==> src/rtl/polinomio_horner_if.sv <==
// Handshake and operand bundle for the Horner polynomial evaluator.
`timescale 1ns/1ps
interface polinomio_horner_if #(
    parameter int WIDTH  = 16,
    parameter int DEGREE = 2
);
    localparam int GW = $clog2(DEGREE + 1);

    logic                        inicio;
    logic [GW-1:0]               grau;
    logic [WIDTH-1:0]            X;
    logic [(DEGREE+1)*WIDTH-1:0] coef;
    logic [WIDTH-1:0]            Resultado;
    logic                        pronto;
    logic                        overflow;
    logic                        ocupado;

    modport master (
        output inicio, grau, X, coef,
        input  Resultado, pronto, overflow, ocupado
    );

    modport slave (
        input  inicio, grau, X, coef,
        output Resultado, pronto, overflow, ocupado
    );
endinterface

==> src/rtl/polinomio_horner.sv <==
// Sequential polynomial evaluator: P(X) = sum c_k*X^k via Horner's method,
// one multiply-accumulate per clock, unsigned or two's-complement, with
// sticky per-evaluation overflow.
`timescale 1ns/1ps
module polinomio_horner #(
    parameter int WIDTH  = 16,
    parameter int DEGREE = 2,
    parameter int SIGNED = 0
) (
    input  logic              ck,
    input  logic              rst,
    polinomio_horner_if.slave bus
);
    localparam int GW = $clog2(DEGREE + 1);

    typedef enum logic {OCIOSO, CALC} estado_t;

    estado_t                     state, state_n;
    logic [WIDTH-1:0]            acc, acc_n;
    logic [WIDTH-1:0]            x_r, x_n;
    logic [WIDTH-1:0]            res, res_n;
    logic [(DEGREE+1)*WIDTH-1:0] coef_r, coef_n;
    logic [GW-1:0]               k, k_n, km1, n_clamp;
    logic                        ovf_int, ovf_int_n;
    logic                        ovf_r, ovf_r_n;
    logic                        pronto_r, pronto_n;

    logic [WIDTH-1:0]            cin_a  [DEGREE+1];
    logic [WIDTH-1:0]            creg_a [DEGREE+1];
    logic [2*WIDTH-1:0]          ext_acc, ext_x, prod;
    logic [WIDTH:0]              sum;
    logic [WIDTH-1:0]            c_step, step_acc;
    logic                        mul_ovf, add_ovf, step_ovf;

    // Split the packed coefficient vectors (live input and latched copy) into arrays.
    always_comb begin
        for (int unsigned i = 0; i <= DEGREE; i++) begin
            cin_a[i]  = bus.coef[i*WIDTH +: WIDTH];
            creg_a[i] = coef_r[i*WIDTH +: WIDTH];
        end
    end

    // Requested degree clamped to the largest supported one.
    always_comb begin
        n_clamp = (bus.grau > GW'(DEGREE)) ? GW'(DEGREE) : bus.grau;
    end

    // One Horner step: acc*X + c_(k-1) at full width, plus its overflow flag.
    // A single multiplier serves both modes: the low 2*WIDTH bits of the
    // product of sign-extended operands equal the signed product.
    always_comb begin
        km1    = k - GW'(1);
        c_step = creg_a[km1];
        if (SIGNED != 0) begin
            ext_acc = {{WIDTH{acc[WIDTH-1]}}, acc};
            ext_x   = {{WIDTH{x_r[WIDTH-1]}}, x_r};
        end else begin
            ext_acc = {{WIDTH{1'b0}}, acc};
            ext_x   = {{WIDTH{1'b0}}, x_r};
        end
        prod     = ext_acc * ext_x;
        sum      = {1'b0, prod[WIDTH-1:0]} + {1'b0, c_step};
        step_acc = sum[WIDTH-1:0];
        if (SIGNED != 0) begin
            mul_ovf = ~((&prod[2*WIDTH-1:WIDTH-1]) | ~(|prod[2*WIDTH-1:WIDTH-1]));
            add_ovf = (prod[WIDTH-1] == c_step[WIDTH-1]) && (sum[WIDTH-1] != prod[WIDTH-1]);
        end else begin
            mul_ovf = |prod[2*WIDTH-1:WIDTH];
            add_ovf = sum[WIDTH];
        end
        step_ovf = mul_ovf | add_ovf;
    end

    // Next-state and datapath control for the OCIOSO/CALC machine.
    always_comb begin
        state_n   = state;
        acc_n     = acc;
        x_n       = x_r;
        coef_n    = coef_r;
        k_n       = k;
        ovf_int_n = ovf_int;
        res_n     = res;
        ovf_r_n   = ovf_r;
        pronto_n  = 1'b0;
        case (state)
            OCIOSO: begin
                if (bus.inicio) begin
                    x_n       = bus.X;
                    coef_n    = bus.coef;
                    k_n       = n_clamp;
                    acc_n     = cin_a[n_clamp];
                    ovf_int_n = 1'b0;
                    state_n   = CALC;
                end
            end
            CALC: begin
                if (k != '0) begin
                    acc_n     = step_acc;
                    k_n       = km1;
                    ovf_int_n = ovf_int | step_ovf;
                end else begin
                    res_n    = acc;
                    ovf_r_n  = ovf_int;
                    pronto_n = 1'b1;
                    state_n  = OCIOSO;
                end
            end
            default: state_n = OCIOSO;
        endcase
    end

    // State and datapath registers; reset abandons any evaluation in flight.
    always_ff @(posedge ck or posedge rst) begin
        if (rst) begin
            state    <= OCIOSO;
            acc      <= '0;
            x_r      <= '0;
            coef_r   <= '0;
            k        <= '0;
            ovf_int  <= 1'b0;
            res      <= '0;
            ovf_r    <= 1'b0;
            pronto_r <= 1'b0;
        end else begin
            state    <= state_n;
            acc      <= acc_n;
            x_r      <= x_n;
            coef_r   <= coef_n;
            k        <= k_n;
            ovf_int  <= ovf_int_n;
            res      <= res_n;
            ovf_r    <= ovf_r_n;
            pronto_r <= pronto_n;
        end
    end

    assign bus.Resultado = res;
    assign bus.overflow  = ovf_r;
    assign bus.pronto    = pronto_r;
    assign bus.ocupado   = (state == CALC);
endmodule
==> src/flat_wrapper.sv <==
// flat-port wrapper written by rule: the top's interface ports become plain ports
module polinomio_horner_flat 
#(
    parameter int WIDTH  = 16,
    parameter int DEGREE = 2,
    parameter int SIGNED = 0
)
  (ck, rst, bus_inicio, bus_grau, bus_X, bus_coef, bus_Resultado, bus_pronto, bus_overflow, bus_ocupado);
  polinomio_horner_if #(.WIDTH(WIDTH), .DEGREE(DEGREE)) bus_i ();
  input  logic ck;
  input  logic rst;
  input wire logic [$bits(bus_i.inicio)-1:0] bus_inicio;
  input wire logic [$bits(bus_i.grau)-1:0] bus_grau;
  input wire logic [$bits(bus_i.X)-1:0] bus_X;
  input wire logic [$bits(bus_i.coef)-1:0] bus_coef;
  output wire logic [$bits(bus_i.Resultado)-1:0] bus_Resultado;
  output wire logic [$bits(bus_i.pronto)-1:0] bus_pronto;
  output wire logic [$bits(bus_i.overflow)-1:0] bus_overflow;
  output wire logic [$bits(bus_i.ocupado)-1:0] bus_ocupado;
  assign bus_i.inicio = bus_inicio;
  assign bus_i.grau = bus_grau;
  assign bus_i.X = bus_X;
  assign bus_i.coef = bus_coef;
  assign bus_Resultado = bus_i.Resultado;
  assign bus_pronto = bus_i.pronto;
  assign bus_overflow = bus_i.overflow;
  assign bus_ocupado = bus_i.ocupado;
  polinomio_horner #(.WIDTH(WIDTH), .DEGREE(DEGREE), .SIGNED(SIGNED)) u_core (.ck(ck), .rst(rst), .bus(bus_i));
endmodule
==> config.mk <==
export PLATFORM = sky130hd
export DESIGN_NAME = polinomio_horner_flat
export DESIGN_NICKNAME = d
export VERILOG_FILES = /design/src/rtl/polinomio_horner_if.sv /design/src/rtl/polinomio_horner.sv /design/src/flat_wrapper.sv
export SDC_FILE = /design/constraint.sdc
export NUM_CORES = 1
export LEC_CHECK = 0
export CAP_MARGIN = 20
export CORE_MARGIN = 5
export CORE_UTILIZATION = 62
export CTS_CLUSTER_DIAMETER = 100
export DETAILED_ROUTE_END_ITERATION = 16
export GPL_TIMING_DRIVEN = 0
export PLACE_DENSITY = 0.83
export SYNTH_ARGS = -nofsm -noshare
export SYNTH_HDL_FRONTEND = slang
export SYNTH_SLANG_ARGS = --single-unit
==> constraint.sdc <==
create_clock -name ck -period 8.5 [get_ports ck]
set_input_delay 0.85 -clock ck [delete_from_list [all_inputs] [get_ports ck]]
set_output_delay 0.85 -clock ck [all_outputs]
set_load 0.05 [all_outputs]
==> impl_metrics.yaml <==
timing:
  worstMarginPinSlew_ns: 0.971
  report.final.slew_viol_count: 0
  fin_setup_tns_ns: 0
  relSlewSlack_pct: 35.3
  setup_viol: 0
  period_share_pct: 96.2
  hold_viol_final: 0
  finalCriticalPeriod_ns: 8.18
  rsz0062_at_grt: "false"
  fin_worst_skew_ns: 0.0170
  fmax_mhz: 122
finish:
  area_growth_pct: 11.1
  drive_gt1_share_pct: 8.94
  finish.utilization_pct: 69.9
  nets: 1991
placed_design:
  gp_congestion: 0.938
  dp_hpwl_um: 31000
  io_buffers: 86
clock_tree:
  cts-buffers-inserted: 9
  clock_latency_ns: 0.37
  cts_root_buf: "clkbuf_16"
  path_clk_slew_ns: 0.09
  cts_tree: "built"
  clock_sinks: 102
  clockBufferDepth: 2
  htree_levels: 3
grt:
  grt_usage_pct: 30.9
  grt_pass1_wl_um: 63600
  grt_max_degree: 71
  gr-total-overflow: 0
  grt_pass1_vias: 12000
  antenna_found_initial: 1
critical_path:
  cp-start-kind: "flop"
  r2r_start: "u_core.acc[6]"
  r2r_end: "u_core.ovf_int"
  path_class: "flop to flop"
  slowest_stage: "dfrtp_1"
  reg2reg_depth: 26
  critPathBufInv: 4
  critical-path-max-stage-delay_ns: 0.74
  crit_top_cell: "fa_1"
  crit_family: "adder cells"
  crit_path_max_fanout: 10
  r2r_setup_slack_ns: 0.32
  crit_required_ns: 8.75
  arrival_ns: 8.43
  endpoint_kind: "flop"
worst_hold_path:
  worstHoldPathType: "flop to flop"
  worst_hold_path.num_cells: 2
  hold-path-endpoint: "u_core.bus.Resultado[14]"
  min_from: "u_core.bus.Resultado[14]"
yosys:
  syn-num-nets: 1898
  synth_flop_cell: "dfrtp_1"
  synthArstFlopShare_pct: 100
  synth-edff-count: 0
  synthDistinctLibCells: 70
  ys_top_cells_by_area: "fa_1 27%, dfrtp_1 18%, ha_1 11%"
  yosys_warnings: 0
  syn_area_um2: 14200
  yosysTopAreaCell: "fa_1"
  yosysTopAreaCellShare_pct: 27.5
  postSynthCellCount: 1513
  syn_area_per_cell_um2: 9.38
  ys_ff_latch: 102
  seq_area_frac_synth_pct: 18.0
route:
  met2_length_um: 17400
  drt_wl_total_um: 38500
  wl_met1_um: 15600
  viasPerCell: 5.97
  routedWlPerCell_um: 20.3
  drtPass1Iterations: 5
  drtAntennaViolNets: 0
  drt-initial-drc-count: 963
  drcViolationCount: 0
  dr_total_vias: 11300
  top_layer_used: "met4"
  wl_met3_um: 3250
die:
  die_width_um: 161
  die-area_um2: 26000
  core_area_um2: 22600
  start_util_pct: 62.9
  io_pins: 88
  die_h_um: 161
  rows: 55
job:
  maxCapViolations: 0
status:
  outcome: "finished clean"
## layer usage
metal / up-vias / GRT usage (%)
met2: 550 / 49.0
met4: 0 / 14.3
met1: 5582 / 41.3
met5: - / 0
li1: 5052 / -
met3: 134 / 6.12
## per-stage QoR
step,std cells,setup slack (ns),cell area [um2],hold WS [ns]
after global placement,1884,0.0555,15400,0.465
after detailed placement,1885,0.00623,15400,0.472
after floorplan,1513,1.30,14200,0.450
after global routing,1896,0.0177,15800,0.519
final,1897,0.323,15800,0.488
after CTS,1899,0.0374,15800,0.492
## worst max path at each step
stage,startpoint,to,slack (ns),depth (start not counted)
finish,u_core.acc[6],u_core.ovf_int,0.32,26
floorplan,u_core.acc[8],u_core.ovf_int,1.30,28
global route,u_core.acc[6],u_core.ovf_int,0.02,27
CTS,u_core.acc[6],u_core.ovf_int,0.04,28
global placement,u_core.acc[8],u_core.ovf_int,0.06,28
detailed placement,u_core.acc[7],u_core.ovf_int,0.006,28
## final cells by class
type | instances | area [um2]
multi-input combinational | 1096 | 10400
buffer | 69 | 304
clock buffer | 9 | 225
timing repair buffer | 87 | 888
inverter | 241 | 907
tap | 285 | 357
fill | 1699 | 6800
sequential | 102 | 2560
clock inverter | 7 | 91.3
antenna | 1 | 2.50
## cell usage after synthesis (3+ instances only)
cell type	number
xor2_1	8
a31oi_1	8
xnor2_1	23
o21ai_1	5
buf_6	3
o211ai_1	6
mux2_2	84
or3_1	3
nand2b_1	5
buf_1	4
a211o_1	4
nor4_1	4
nand3_1	7
o21bai_1	4
a22oi_1	3
ha_1	121
a21oi_1	53
a21o_1	15
nor3b_1	3
a211oi_1	7
and3_1	5
dfrtp_1	102
nand4_1	5
o21a_1	5
a21o_2	3
o21ai_0	48
nor3_1	5
o2bb2ai_1	3
nand2_1	190
buf_2	6
o31ai_1	3
nor2b_1	5
clkbuf_1	61
o22ai_1	3
a311oi_1	3
fa_1	195
inv_1	241
or4_1	3
and2_1	135
o221ai_1	4
nor2_1	44
o2111ai_1	5
mux2i_1	36
## layout by cell type, fill, tap and decap left out, drive strengths merged, types with 6 or more instances in the layout
cell,netlist,final
a211oi,9,9
a21o,18,18
a21oi,53,53
a31oi,8,8
and2,136,136
and3,6,6
buf,13,14
clkbuf,61,65
clkdlybuf4s50,0,86
dfrtp,102,102
fa,195,195
ha,121,121
inv,241,245
mux2,84,84
mux2i,36,36
nand2,190,190
nand3,7,7
nor2,44,44
o211ai,6,6
o21ai,53,53
xnor2,23,23
xor2,8,8
## tightest hold or removal path: stages (launching register included)
cell and delay, ns:
dfrtp_1 0.35, nand2_1 0.04, o21ai_0 0.06
## timing repair
| item | in CTS | in global routing |
|---|---|---|
| pin swaps | 0 | 0 |
| hold buffers | 0 | 0 |
| setup buffers | 0 | 0 |
| resized for setup | 1 | 27 |
| setup endpoints to repair | 1 | 1 |
## state kept, by name, summed over array words and instances, names as in the netlist
| name | cells |
|---|---|
| u_core.bus.ocupado | 1 |
| u_core.ovf_int | 1 |
| u_core.bus.Resultado | 16 |
| u_core.bus.pronto | 1 |
| u_core.bus.overflow | 1 |
| u_core.coef_r | 48 |
| u_core.k | 2 |
| u_core.x_r | 16 |
| u_core.acc | 16 |
## kinds of logic after synthesis
logic type                 Yosys count  share of synthesized area [%]
and+or+nand+nor                    424                           14.6
AOI/OAI and AO/OA                  205                           9.57
buffers and inverters              315                           8.54
muxes                              120                           9.20
DFF                                102                           18.0
xor gates and xnor gates            31                           1.91
adders and majority gates          316                           38.2
Power is left out: the tool's default activity adds up to more than one toggle a clock period on the data nets, which glitch-free logic cannot reach.
